File: config.mk
export PLATFORM = sky130hd
export DESIGN_NAME = load_store_unit
export DESIGN_NICKNAME = d
export VERILOG_FILES = /design/src/rtl/load_store_unit_pkg.sv /design/src/rtl/load_store_unit_align.sv /design/src/rtl/load_store_unit.sv
export SDC_FILE = /design/constraint.sdc
export NUM_CORES = 1
export LEC_CHECK = 0
export CORE_ASPECT_RATIO = 0.8
export CORE_MARGIN = 4
export CORE_UTILIZATION = 35
export CTS_CLUSTER_DIAMETER = 200
export DETAILED_ROUTE_END_ITERATION = 16
export PLACE_DENSITY = 0.58
export SKIP_CTS_REPAIR_TIMING = 1
export SLEW_MARGIN = 20
export SYNTH_ARGS = -nofsm -noshare
export SYNTH_HDL_FRONTEND = slang
export SYNTH_SLANG_ARGS = --single-unit
File: constraint.sdc
create_clock -name clk -period 3.7 [get_ports clk]
set_input_delay 0.37 -clock clk [delete_from_list [all_inputs] [get_ports clk]]
set_output_delay 0.37 -clock clk [all_outputs]
set_load 0.01 [all_outputs]
File: src/rtl/load_store_unit_pkg.sv
// load_store_unit_pkg: shared widths, size/state encodings and alignment helper for the LSU.
`ifndef LSU_PARAMETERS_VH
`define LSU_PARAMETERS_VH
`define ADDRESS_WIDTH 10
`define WORD_WIDTH 32
`define HALF_WIDTH 16
`define BYTE_WIDTH 8
`define WE_width 4
`define SIZE_BYTE 2'b00
`define SIZE_HALF 2'b01
`define SIZE_WORD 2'b10
`define LSU_IDLE 3'd0
`define LSU_ACC0 3'd1
`define LSU_ACC1 3'd2
`define LSU_WAIT 3'd3
`define LSU_RESP 3'd4
`endif
package load_store_unit_pkg;
  localparam int AW = `ADDRESS_WIDTH;
  localparam int WW = `WORD_WIDTH;
  localparam int WAW = `ADDRESS_WIDTH - 2;
  typedef enum logic [2:0] {
    IDLE = `LSU_IDLE,
    ACC0 = `LSU_ACC0,
    ACC1 = `LSU_ACC1,
    WAIT = `LSU_WAIT,
    RESP = `LSU_RESP
  } lsu_state_e;
  function automatic logic misaligned(input logic [1:0] size, input logic [1:0] off);
    return size == `SIZE_HALF ? off == 2'd3 : size == `SIZE_WORD ? off != 2'd0 : 1'b0;
  endfunction
endpackage

File: src/rtl/load_store_unit_align.sv
// lsu_align: byte-lane mask and store lane data from (size, off); load extraction from a two-word pair.
module lsu_align
  import load_store_unit_pkg::*;
(
  input  logic [1:0]      size_i,
  input  logic [1:0]      off_i,
  input  logic            unsigned_i,
  input  logic [WW-1:0]   wdata_i,
  input  logic [2*WW-1:0] pair_i,
  output logic [6:0]      mask_o,
  output logic [WW-1:0]   lane0_o,
  output logic [WW-1:0]   lane1_o,
  output logic [WW-1:0]   rdata_o
);
  logic [3:0] base;
  logic [2*WW-1:0] wide;
  logic [WW-1:0] shr;
  always_comb begin
    base = size_i == `SIZE_BYTE ? 4'b0001 : size_i == `SIZE_HALF ? 4'b0011 : 4'b1111;
    mask_o = {3'b000, base} << off_i;
    wide = {{WW{1'b0}}, wdata_i} << {off_i, 3'b000};
    shr = WW'(pair_i >> {off_i, 3'b000});
    rdata_o = size_i == `SIZE_BYTE ? {{(WW-`BYTE_WIDTH){~unsigned_i & shr[`BYTE_WIDTH-1]}}, shr[`BYTE_WIDTH-1:0]}
            : size_i == `SIZE_HALF ? {{(WW-`HALF_WIDTH){~unsigned_i & shr[`HALF_WIDTH-1]}}, shr[`HALF_WIDTH-1:0]}
            : shr;
  end
  assign lane0_o = wide[WW-1:0];
  assign lane1_o = wide[2*WW-1:WW];
endmodule

File: src/rtl/load_store_unit.sv
// load_store_unit: byte/half/word load-store front end for a one-cycle-latency word memory,
// splitting misaligned accesses into two word accesses.
module load_store_unit
  import load_store_unit_pkg::*;
#(
  parameter bit ALLOW_MISALIGNED = 1'b1
) (
  input  logic                   clk,
  input  logic                   rst,
  input  logic                   req_valid_i,
  output logic                   req_ready_o,
  input  logic                   req_we_i,
  input  logic [1:0]             req_size_i,
  input  logic                   req_unsigned_i,
  input  logic [`ADDRESS_WIDTH-1:0]   req_addr_i,
  input  logic [`WORD_WIDTH-1:0]      req_wdata_i,
  output logic                   resp_valid_o,
  output logic                   resp_err_o,
  output logic [`WORD_WIDTH-1:0]      resp_rdata_o,
  output logic [`ADDRESS_WIDTH-3:0]   mem_A_o,
  output logic [`WORD_WIDTH-1:0]      mem_W_o,
  output logic [`WE_width-1:0]        mem_WE_o,
  input  logic [`WORD_WIDTH-1:0]      mem_R_i
);
  lsu_state_e state_q;
  logic [AW-1:0] addr_q;
  logic [1:0] size_q;
  logic we_q, uns_q, err_q, mis, illegal;
  logic [WW-1:0] wdata_q, lo_q, rdata_q, lane0, lane1, ext;
  logic [WAW-1:0] w0;
  logic [6:0] mask;
  assign w0 = addr_q[AW-1:2];
  assign mis = misaligned(size_q, addr_q[1:0]);
  assign illegal = req_size_i == 2'b11 || (!ALLOW_MISALIGNED && misaligned(req_size_i, req_addr_i[1:0]));
  assign req_ready_o = state_q == IDLE && !rst;
  lsu_align u_align (
    .size_i    (size_q),
    .off_i     (addr_q[1:0]),
    .unsigned_i(uns_q),
    .wdata_i   (wdata_q),
    .pair_i    (mis ? {mem_R_i, lo_q} : {{WW{1'b0}}, mem_R_i}),
    .mask_o    (mask),
    .lane0_o   (lane0),
    .lane1_o   (lane1),
    .rdata_o   (ext)
  );
  // In WAIT the last word is still on mem_R, so the result is extracted straight into the response register.
  always_ff @(posedge clk) begin
    if (rst) begin
      state_q <= IDLE;
      err_q <= 1'b0;
      rdata_q <= '0;
      we_q <= 1'b0;
    end else begin
      case (state_q)
        IDLE: if (req_valid_i) begin
          addr_q <= req_addr_i;
          size_q <= req_size_i;
          we_q <= req_we_i;
          uns_q <= req_unsigned_i;
          wdata_q <= req_wdata_i;
          err_q <= illegal;
          rdata_q <= '0;
          state_q <= illegal ? RESP : ACC0;
        end
        ACC0: state_q <= mis ? ACC1 : we_q ? RESP : WAIT;
        ACC1: begin
          lo_q <= mem_R_i;
          state_q <= we_q ? RESP : WAIT;
        end
        WAIT: begin
          rdata_q <= ext;
          state_q <= RESP;
        end
        default: state_q <= IDLE;
      endcase
    end
  end
  assign mem_A_o = state_q == ACC1 ? w0 + WAW'(1) : w0;
  assign mem_W_o = state_q == ACC1 ? lane1 : lane0;
  assign mem_WE_o = (rst || !we_q) ? 4'b0000 : state_q == ACC0 ? mask[3:0] : state_q == ACC1 ? {1'b0, mask[6:4]} : 4'b0000;
  assign resp_valid_o = state_q == RESP;
  assign resp_err_o = err_q;
  assign resp_rdata_o = rdata_q;
endmodule

==> parameters.txt, run 1 <==
Parameter                              Value

Routing
  First-iteration detailed-routing DRC count ... 529
  Total routed wirelength ... 21700 microns
  Via count of the routed design ... 6064
  Via density per instance ... 5.81
  Drc violations ... 0
  Wire length per cell ... 20.8 microns
  Pre-Repair DR Iteration Count ... 5
  Post-route antenna net violation count ... 0

Final layout
  Ratio of cells with drive above 1 in the final layout ... 0.115
  Filler cells ... 1612
  Commonest cells after routing, fill and taps aside ... sky130_fd_sc_hd__clkdlybuf4s50_1, sky130_fd_sc_hd__nor2_1, sky130_fd_sc_hd__edfxtp_1
  Nets ... 895
  Sequential standard cell area ... 0.00281 sq mm
  Most common library cell in the layout ignoring fill and taps ... sky130_fd_sc_hd__clkdlybuf4s50_1
  Multi-input logic area ... 0.00322 sq mm
  Area added between synthesis and finish ... 33.8%
  Antenna diodes ... 0
  Post-route cell area ... 0.00851 sq mm

STA
  Fin. max-slew vios ... 0
  Top achievable clock speed ... 324 MHz
  Setup-failing EPs final ... 0
  Hold Fails Final Rpt ... 0
  Period minus WS final ... 3080 ps
  Portion of the clock cycle consumed by the worst path in the final layout ... 0.833
  Skew final ... 8.18 ps
  Unrepaired setup endpoints after global routing ... no
  Summed negative setup slack over all endpoints ... 0 ps
  Worst-case headroom to the max-slew limit ... 0.427
  Least-Margin Pin Slew ... 858 ps

Floorplan
  Initial standard-cell utilization of the core ... 0.362
  Die Span Y ... 129 microns
  Num rows ... 43
  Die Width ... 159 microns
  I/O pin count ... 160
  Die outline area ... 0.0204 sq mm
  Total core area ... 0.0176 sq mm

Setup path
  Type of destination of the critical path ... output port
  Data arrival at the endpoint of the critical path ... 2710 ps
  Worst-path fanout max ... 21
  Type of origin of the critical path ... flip-flop
  Required time worst endpoint ... 3330 ps
  Type of the worst setup path ... reg2out

Power and ir drop
  Leakage component of the power ... 3.03 nW
  Power per cell area ... 366 mW/mm^2
  Worst supply voltage drop on vdd ... 0.000197 V
  Total power draw ... 3.12 mW

Placed design
  DP Area ... 0.00822 sq mm
  Weighted congestion at the end of routability-driven global placement ... 0.898
  Input/output buffers ... 159
  Hpwl dp ... 15900 microns

Logic synthesis
  Average cell area after synthesis ... 9.52 sq um
  Dominant register cell in the synthesized netlist ... sky130_fd_sc_hd__edfxtp_1
  Post-synthesis xor/xnor area fraction ... 0.0110
  Synthesized Nets ... 750
  Post-Synth Simple-Gate Area ... 0.154
  Number of instances in the synthesized netlist ... 668
  Number of synthesized register bits ... 106
  Share of the synthesized area in the top cell type ... 0.326
  Number of warnings printed during yosys synthesis ... 0
  Async set-or-reset flop fraction in the synthesized netlist ... 0
  Adder-cell area share of the yosys netlist ... 0.00197
  Number of enable-type register cells in the synthesized netlist ... 69
  Netlist area before placement ... 0.00636 sq mm
  Dominant combinational cell family by area after synthesis ... compound AO/OA/AOI/OAI gates
  Top cells by area in the synthesized netlist ... sky130_fd_sc_hd__edfxtp_1, sky130_fd_sc_hd__dfxtp_1, sky130_fd_sc_hd__mux2i_1
  Fraction of the mapped netlist area in compound gates ... 0.229
  Post-synth cell types ... 64
  Sequential cell area fraction in the yosys report ... 0.442
  Share of cell area taken by muxes after synthesis ... 0.110
  Cell taking the most area after synthesis ... sky130_fd_sc_hd__edfxtp_1

Global route
  First-pass GRT wire length ... 33200 microns
  Largest net degree at the start of global routing ... 31
  Number of global-route vias before repair ... 5780
  Initial antenna violation count ... 0
  Remaining global-route overflow ... 0
  Total Routing Usage GR ... 0.206

Clock network
  TritonCTS Sinks ... 106
  Clock latency on the worst-skew pair ... 360 ps
  Maximum buffer depth of the clock tree ... 2
  Clock tree from TritonCTS ... yes
  Clock tree root driver cell ... sky130_fd_sc_hd__clkbuf_16
  Cts bufs inserted ... 9
  CTS H-Tree Depth ... 3
  Clock Pin Slew Worst Setup and Hold Paths ... 70 ps

Min path
  Kind of path behind the tightest hold check ... reg2reg

Run status
  Outcome ... finished clean

Job
  Maxcap violations ... 0
-- cells in the mapped netlist, types with 14 or more instances --
| master | n |
|---|---|
| sky130_fd_sc_hd__o21ai_0 | 39 |
| sky130_fd_sc_hd__a211oi_1 | 14 |
| sky130_fd_sc_hd__buf_2 | 23 |
| sky130_fd_sc_hd__edfxtp_1 | 69 |
| sky130_fd_sc_hd__nand2_1 | 60 |
| sky130_fd_sc_hd__a21oi_1 | 52 |
| sky130_fd_sc_hd__dfxtp_1 | 37 |
| sky130_fd_sc_hd__mux2_2 | 26 |
| sky130_fd_sc_hd__a22oi_1 | 15 |
| sky130_fd_sc_hd__nand3_1 | 22 |
| sky130_fd_sc_hd__nor2_1 | 70 |
| sky130_fd_sc_hd__mux2i_1 | 37 |
| sky130_fd_sc_hd__clkbuf_1 | 18 |
-- state kept, by name, indices dropped and copies added, names as in the netlist --
| signal | cells |
|---|---|
| resp_rdata_o | 32 |
| addr_q | 10 |
| size_q | 2 |
| uns_q | 1 |
| we_q | 1 |
| state_q | 3 |
| lo_q | 24 |
| wdata_q | 32 |
| resp_err_o | 1 |
-- cells by family (layout without fill, tap and decap cells) --
kind of cell,Yosys count,count (layout)
xor+xnor,8,8
compound gates,212,212
buf+inv,69,219
mux,65,65
simple gates,207,207
flops,106,106
fa+ha+maj,1,1
-- final cells by class --
type / count / area share
multi-input combinational: 493 / 0.379
sequential: 106 / 0.330
timing repair buffer: 191 / 0.218
tap: 225 / 0.0331
clock buffer: 9 / 0.0265
clock inverter: 7 / 0.00808
inverter: 12 / 0.00529
-- worst max-delay path: stages (launching register included) --
cell and delay [ps]:
sky130_fd_sc_hd__dfxtp_1 570, sky130_fd_sc_hd__nor3b_4 290, sky130_fd_sc_hd__buf_4 290, sky130_fd_sc_hd__and3_1 260, sky130_fd_sc_hd__nand4_1 140, sky130_fd_sc_hd__xnor2_1 200
sky130_fd_sc_hd__clkdlybuf4s50_1 600
-- per-layer routing --
metal  routed length (microns)  global-route usage  vias up
li1                          -                   -     2809
met3                      1630              0.0480       39
met2                      9420               0.313      304
met5                         0                   0        -
met1                     10100               0.291     2912
met4                       542              0.0714        0
-- power breakdown --
| part | total [mW] | internal, mW | switching, mW |
|---|---|---|---|
| sequential | 1.37 | 1.32 | 0.0531 |
| clock | 0.983 | 0.524 | 0.458 |
| combinational | 0.766 | 0.362 | 0.404 |
| total | 3.12 | 2.20 | 0.916 |
-- through the flow --
stage	setup WS, ps	cells	hold WS, ps	util
2_1_floorplan	813	668	469	-
3_3_place_gp	1120	1027	438	0.467
3_5_place_dp	1030	1027	444	0.467
4_1_cts	620	1043	454	0.484
5_1_grt	454	1043	471	0.484
6_report	618	1043	448	0.484
-- path summary, 6_finish.rpt --
path	start	endpoint	cells past startpoint	slack, ps
max reg2reg	addr_q[0]	resp_rdata_o[2]	6	1070
min	resp_rdata_o[15]	resp_rdata_o[15]	2	450
min reg2reg	resp_rdata_o[15]	resp_rdata_o[15]	2	450
max	state_q[1]	mem_A_o[5]	6	620
Note: power is estimated with default switching activity, not from simulation.
==> inputs of run 2 (changes only) <==
- PLACE_DENSITY: 0.58 -> 0.61
- clock period: 3.7 -> 2.8 ns (I/O delays scaled with it)
==> run 2 against run 1 <==
Compared with the run above:
- die area unchanged
- worst hold slack improved by 10 ps
- clock skew about the same
- sequential cell count did not move
- register-to-register slack got worse by 830 ps
- cell area grew 0.49%
- sequential share of layout area is 0.10 points lower
- utilization up 0.23 points
- critical path depth increased by 1
- cell count fell by 0.19%
- wire length fell by 1.4%
- sequential power rose by 31%
- highest routed layer unchanged
==> parameters.txt, run 2 (synthesis results as in run 1) <==
Parameter                              Value

Run status
  Outcome ... finished clean (unchanged)

STA
  Worst-case headroom to the max-slew limit ... 0.481 (was 0.427)
  Period minus WS final ... 2680 ps
  Summed negative setup slack over all endpoints ... 0 ps (unchanged)
  Skew final ... 8.06 ps (was 8.18 ps)
  Least-Margin Pin Slew ... 774 ps (was 858 ps)
  Hold Fails Final Rpt ... 0 (unchanged)
  Least setup slack across all paths after layout ... 123 ps (was 618 ps)
  Top achievable clock speed ... 374 MHz
  Fin. max-slew vios ... 0 (unchanged)
  Setup-failing EPs final ... 0 (unchanged)
  Unrepaired setup endpoints after global routing ... no (unchanged)
  Portion of the clock cycle consumed by the worst path in the final layout ... 0.956
  Minimum hold slack ... 458 ps (was 448 ps)

Setup path
  Cell type with the highest occurrence count on the critical path ... sky130_fd_sc_hd__nor2_1
  Type of destination of the critical path ... output port (unchanged)
  Standard cell with the maximum stage delay on the critical path ... sky130_fd_sc_hd__clkdlybuf4s50_1 (unchanged)
  Data arrival at the endpoint of the critical path ... 2400 ps (was 2710 ps)
  Type of the worst setup path ... reg2out (unchanged)
  Biggest cell delay along the critical path ... 570 ps (was 600 ps)
  Required time worst endpoint ... 2520 ps (was 3330 ps)
  Critical-path cell list ... nor3b_4, buf_12, nand3_1, o21ai_0, nor2_1, nor2_1, clkdlybuf4s50_1 (was nor3b_4, buf_4, and3_1, nand4_1, xnor2_1, clkdlybuf4s50_1)
  Worst-path fanout max ... 42 (was 21)
  Type of origin of the critical path ... flip-flop (unchanged)

Routing
  Top layer in use ... met4 (unchanged)
  Metal1 wirelength ... 9450 microns (was 10100 microns)
  Wire length per cell ... 20.5 microns (was 20.8 microns)
  Via count of the routed design ... 6002 (was 6064)
  First-iteration detailed-routing DRC count ... 635 (was 529)
  Total routed wirelength ... 21300 microns (was 21700 microns)
  Drc violations ... 0 (unchanged)
  Met2 wire length ... 9660 microns (was 9420 microns)
  Via density per instance ... 5.77 (was 5.81)
  Met3 routed WL ... 1890 microns (was 1630 microns)
  Post-route antenna net violation count ... 0 (unchanged)
  Pre-Repair DR Iteration Count ... 6 (was 5)

Final layout
  Post-route core utilization ... 0.486 (was 0.484)
  Ratio of cells with drive above 1 in the final layout ... 0.118 (was 0.115)
  Nets ... 893 (was 895)
  Post-Layout Cell Count ... 1041 (was 1043)
  Area added between synthesis and finish ... 34.5% (was 33.8%)
  Post-route cell area ... 0.00855 sq mm (was 0.00851 sq mm)
  Filler cells ... 1609 (was 1612)
  Most common library cell in the layout ignoring fill and taps ... sky130_fd_sc_hd__clkdlybuf4s50_1 (unchanged)
  Antenna diodes ... 0 (unchanged)
  Commonest cells after routing, fill and taps aside ... sky130_fd_sc_hd__clkdlybuf4s50_1, sky130_fd_sc_hd__nor2_1, sky130_fd_sc_hd__edfxtp_1 (unchanged)

Power and ir drop
  Net Sw Frac ... 0.297 (was 0.294)
  Switching power ... 1.22 mW (was 0.916 mW)
  Share of total power in sequential cells ... 0.437 (was 0.439)
  Clock Power Share ... 0.311 (was 0.315)
  Pint ... 2.90 mW (was 2.20 mW)
  Part of the total power dissipated in combinational logic ... 0.253 (was 0.246)
  Total power draw ... 4.12 mW (was 3.12 mW)
  Worst supply voltage drop on vdd ... 0.000287 V (was 0.000197 V)
  Power per cell area ... 482 mW/mm^2 (was 366 mW/mm^2)
  Leakage component of the power ... 3.03 nW (about the same)

Global route
  Remaining global-route overflow ... 0 (unchanged)
  Number of global-route vias before repair ... 5771 (was 5780)
  First-pass GRT wire length ... 32900 microns (was 33200 microns)
  Initial antenna violation count ... 0 (unchanged)
  Total Routing Usage GR ... 0.202 (was 0.206)
  Largest net degree at the start of global routing ... 52 (was 31)

Floorplan
  Die outline area ... 0.0204 sq mm (unchanged)
  Die Width ... 159 microns (unchanged)
  I/O pin count ... 160 (unchanged)
  Die Span Y ... 129 microns (unchanged)
  Total core area ... 0.0176 sq mm (unchanged)
  Initial standard-cell utilization of the core ... 0.362 (unchanged)
  Num rows ... 43 (unchanged)

Placed design
  Input/output buffers ... 159 (unchanged)
  Weighted congestion at the end of routability-driven global placement ... 0.930 (was 0.898)
  Hpwl dp ... 15400 microns (was 15900 microns)
  Pre-CTS setup slack ... 216 ps (was 1030 ps)
  DP Area ... 0.00821 sq mm (was 0.00822 sq mm)
  Post-placement cell count ... 1021 (was 1027)

Clock network
  Clock latency on the worst-skew pair ... 360 ps (about the same)
  CTS H-Tree Depth ... 3 (unchanged)
  TritonCTS Sinks ... 106 (unchanged)
  Clock tree root driver cell ... sky130_fd_sc_hd__clkbuf_16 (unchanged)
  Clock Pin Slew Worst Setup and Hold Paths ... 80 ps (was 70 ps)
  Clock tree from TritonCTS ... yes (unchanged)
  Cts bufs inserted ... 9 (unchanged)
  Maximum buffer depth of the clock tree ... 2 (unchanged)

Job
  Maxcap violations ... 0 (unchanged)

Min path
  Kind of path behind the tightest hold check ... reg2reg (unchanged)
run 2: changes by cell type in the layout (fill, tap and decap cells not counted), sizes merged:
cell	delta
clkinv	-1
clkbuf	+1
buf	-3
bufinv	-1
clkinvlp	+1
or3b	+1
run 2: worst paths after layout:
kind	from	to	slack [ps]	depth (start not counted)
worst max register to register	addr_q[1]	resp_rdata_o[16]	240	8
worst min-delay path	resp_rdata_o[8]	resp_rdata_o[8]	460	2
worst min register to register	resp_rdata_o[8]	resp_rdata_o[8]	460	2
worst max-delay path	state_q[2]	mem_W_o[22]	120	7
run 2: power groups by stage:
stage	clock network (mW)	logic, mW	registers, mW
after floorplan	0	0.572	1.81
after global placement	0	0.999	1.83
after detailed placement	0	1.02	1.83
after CTS	1.32	1.02	1.80
after global routing	1.37	1.12	1.81
final	1.28	1.04	1.80
run 2: layout make-up:
class | count | area, sq um | share of cell area
clock buffers | 10 | 250 | 0.0293
multi-input cells | 494 | 3240 | 0.379
repair buffers | 188 | 1870 | 0.219
well taps | 225 | 282 | 0.0329
flip-flops and latches | 106 | 2820 | 0.329
inverters | 12 | 45.0 | 0.00527
clock inverters | 6 | 48.8 | 0.00571
run 2: metal layers:
metal | GRT usage | vias up
li1 | - | 2810
met1 | 0.283 | 2870
met2 | 0.317 | 297
met3 | 0.0474 | 25
met4 | 0.0536 | 0
met5 | 0 | -
run 2: worst max-delay path, delay by kind of cell, from the launching register on:
family / cells / cell delay (ps)
compound gates: 1 / 120
buf+inv: 2 / 810
simple gates: 4 / 660
flops: 1 / 430
==> inputs of run 3 (changes only) <==
- DONT_BUFFER_PORTS: default -> 1
- PLACE_DENSITY: 0.61 -> 0.49
- SLEW_MARGIN: 20 -> default
==> run 3 against run 2 <==
Compared with the run above:
- critical path depth down 2
- fmax up 7.9%
- cell area down 15%
- clock power down 5%
- critical endpoint is now mem_W_o[3]
==> parameters.txt, run 3 (synthesis results as in run 1) <==
Parameter                              Value

Clock network
  Cts bufs inserted ... 9 (unchanged)
  Clock Pin Slew Worst Setup and Hold Paths ... 70 ps (was 80 ps)
  Maximum buffer depth of the clock tree ... 2 (unchanged)
  TritonCTS Sinks ... 106 (unchanged)
  CTS H-Tree Depth ... 3 (unchanged)
  Clock latency on the worst-skew pair ... 360 ps (about the same)
  Clock tree from TritonCTS ... yes (unchanged)
  Clock tree root driver cell ... sky130_fd_sc_hd__clkbuf_16 (unchanged)

Job
  Maxcap violations ... 0 (unchanged)

Placed design
  DP Area ... 0.00659 sq mm (was 0.00821 sq mm)
  Hpwl dp ... 14900 microns (was 15400 microns)
  Input/output buffers ... 0 (was 159)
  Weighted congestion at the end of routability-driven global placement ... 0.916 (was 0.930)

Power and ir drop
  Leakage component of the power ... 2.58 nW (was 3.03 nW)
  Clock Power Share ... 0.321 (was 0.311)
  Power per cell area ... 521 mW/mm^2 (was 482 mW/mm^2)
  Net Sw Frac ... 0.300 (was 0.297)
  Switching power ... 1.14 mW (was 1.22 mW)
  Share of total power in sequential cells ... 0.472 (was 0.437)
  Part of the total power dissipated in combinational logic ... 0.207 (was 0.253)
  Pint ... 2.66 mW (was 2.90 mW)
  Worst supply voltage drop on vdd ... 0.000304 V (was 0.000287 V)

STA
  Top achievable clock speed ... 403 MHz (was 374 MHz)
  Portion of the clock cycle consumed by the worst path in the final layout ... 0.886 (was 0.956)
  Setup-failing EPs final ... 0 (unchanged)
  Period minus WS final ... 2480 ps (was 2680 ps)
  Summed negative setup slack over all endpoints ... 0 ps (unchanged)
  Worst-case headroom to the max-slew limit ... 0.447 (was 0.481)
  Least-Margin Pin Slew ... 828 ps (was 774 ps)
  Fin. max-slew vios ... 0 (unchanged)
  Unrepaired setup endpoints after global routing ... no (unchanged)
  Hold Fails Final Rpt ... 0 (unchanged)
  Skew final ... 13.8 ps (was 8.06 ps)

Routing
  Total routed wirelength ... 21000 microns (was 21300 microns)
  Wire length per cell ... 22.9 microns (was 20.5 microns)
  Post-route antenna net violation count ... 0 (unchanged)
  Drc violations ... 0 (unchanged)
  Pre-Repair DR Iteration Count ... 5 (was 6)
  Via count of the routed design ... 5551 (was 6002)
  First-iteration detailed-routing DRC count ... 570 (was 635)
  Via density per instance ... 6.03 (was 5.77)

Final layout
  Commonest cells after routing, fill and taps aside ... sky130_fd_sc_hd__nor2_1, sky130_fd_sc_hd__edfxtp_1, sky130_fd_sc_hd__nand2_1 (was sky130_fd_sc_hd__clkdlybuf4s50_1, sky130_fd_sc_hd__nor2_1, sky130_fd_sc_hd__edfxtp_1)
  Antenna diodes ... 0 (unchanged)
  Nets ... 773 (was 893)
  Area added between synthesis and finish ... 14.8% (was 34.5%)
  Ratio of cells with drive above 1 in the final layout ... 0.126 (was 0.118)
  Post-route cell area ... 0.00730 sq mm (was 0.00855 sq mm)
  Filler cells ... 1713 (was 1609)

Min path
  Startpoint of the tightest hold check path ... req_wdata_i[9] (was resp_rdata_o[8])
  Kind of path behind the tightest hold check ... in2reg (was reg2reg)
  Worst Hold Endpoint ... wdata_q[9] (was resp_rdata_o[8])
  Depth of the worst hold-timing path ... 0 (was 2)

Setup path
  Required time worst endpoint ... 2520 ps (about the same)
  Type of origin of the critical path ... flip-flop (unchanged)
  Reg2Reg Setup Slack ... 440 ps (was 240 ps)
  Standard cell with the maximum stage delay on the critical path ... sky130_fd_sc_hd__dfxtp_1 (was sky130_fd_sc_hd__clkdlybuf4s50_1)
  Biggest cell delay along the critical path ... 620 ps (was 570 ps)
  Reg2reg end ... resp_rdata_o[23] (was resp_rdata_o[16])
  Data arrival at the endpoint of the critical path ... 2200 ps (was 2400 ps)
  Cell type with the highest occurrence count on the critical path ... sky130_fd_sc_hd__nor2_1 (unchanged)
  Type of destination of the critical path ... output port (unchanged)
  Depth of the most critical reg-to-reg path ... 7 (was 8)
  Worst-path fanout max ... 21 (was 42)
  Critical-path cell list ... or3b_2, nand2_1, o21ai_0, nor2_1, nor2_1 (was nor3b_4, buf_12, nand3_1, o21ai_0, nor2_1, nor2_1, clkdlybuf4s50_1)
  Source of the worst register-to-register timing path ... addr_q[0] (was addr_q[1])
  Type of the worst setup path ... reg2out (unchanged)

Global route
  Met1 layer usage reported by global route ... 0.268 (was 0.283)
  Initial antenna violation count ... 0 (unchanged)
  Busiest layer in global routing ... met2 (unchanged)
  Total Routing Usage GR ... 0.196 (was 0.202)
  Number of global-route vias before repair ... 5029 (was 5771)
  Met2 track demand over resource ... 0.296 (was 0.317)
  First-pass GRT wire length ... 31100 microns (was 32900 microns)
  Met3 Usage GRT ... 0.0765 (was 0.0474)
  Remaining global-route overflow ... 0 (unchanged)
  Largest net degree at the start of global routing ... 53 (was 52)

Floorplan
  Die Span Y ... 129 microns (unchanged)
  I/O pin count ... 160 (unchanged)
  Die outline area ... 0.0204 sq mm (unchanged)
  Die Width ... 159 microns (unchanged)
  Total core area ... 0.0176 sq mm (unchanged)
  Initial standard-cell utilization of the core ... 0.362 (unchanged)
  Num rows ... 43 (unchanged)

Run status
  Outcome ... finished clean (unchanged)
## run 3: cell count changes in the layout (fill, tap and decap cells not counted), moves of 2 or more
cell                              change
sky130_fd_sc_hd__inv_4                +3
sky130_fd_sc_hd__dfxtp_1              +2
sky130_fd_sc_hd__clkinv_4             -2
sky130_fd_sc_hd__buf_12               -2
sky130_fd_sc_hd__dlygate4sd3_1       +44
sky130_fd_sc_hd__clkdlybuf4s50_1    -159
sky130_fd_sc_hd__buf_4                -2
## run 3: area by class of cell
class                           instances  area (sq um)  area share
Multi-Input combinational cell        493          3220       0.441
Clock inverter                          6          46.3     0.00634
Timing Repair Buffer                   69           666      0.0911
Sequential cell                       106          2810       0.385
Clock buffer                           10           230      0.0315
Inverter                               12          45.0     0.00617
Tap cell                              225           282      0.0385
## run 3: power groups by stage
stage / clock network (mW) / registers (mW) / logic (mW)
2_1_floorplan: 0 / 1.81 / 0.572
3_3_place_gp: 0 / 1.83 / 0.719
3_5_place_dp: 0 / 1.83 / 0.724
4_1_cts: 1.25 / 1.80 / 0.728
5_1_grt: 1.32 / 1.81 / 0.859
6_report: 1.22 / 1.80 / 0.787
## run 3: stage by stage
step / hold slack [ps] / power, mW / util / setup WS (ps) / cells
CTS: -26.5 / 3.78 / 0.390 / 273 / 877
global route: 0.986 / 3.99 / 0.415 / 47.2 / 921
finish: 20.7 / 3.81 / 0.415 / 319 / 921
detailed placement: 357 / 2.56 / 0.374 / 518 / 861
floorplan: 379 / 2.38 / - / 240 / 668
global placement: 359 / 2.55 / 0.374 / 542 / 861
## run 3: worst max-delay path: cells and delay by family, from the launching register on
| kind | cells | cell delay (ps) |
|---|---|---|
| DFF | 1 | 620 |
| and+or+nand+nor | 4 | 970 |
| AOI/OAI and AO/OA | 1 | 250 |
## run 3: how the worst max path moves through the flow
stage	from	to	slack [ps]	depth (start not counted)
after floorplan	state_q[1]	addr_q[0]	240	3
after global placement	addr_q[1]	resp_rdata_o[11]	540	7
after detailed placement	size_q[1]	resp_rdata_o[27]	520	7
after CTS	state_q[0]	mem_W_o[3]	270	5
after global routing	state_q[0]	mem_W_o[3]	50	5
final	state_q[0]	mem_W_o[3]	320	5
## run 3: metal layers
layer / share of wire / up-vias
met3: 0.11 / 25
met1: 0.43 / 2680
met5: 0 / -
met4: 0.018 / 0
li1: - / 2573
met2: 0.44 / 273
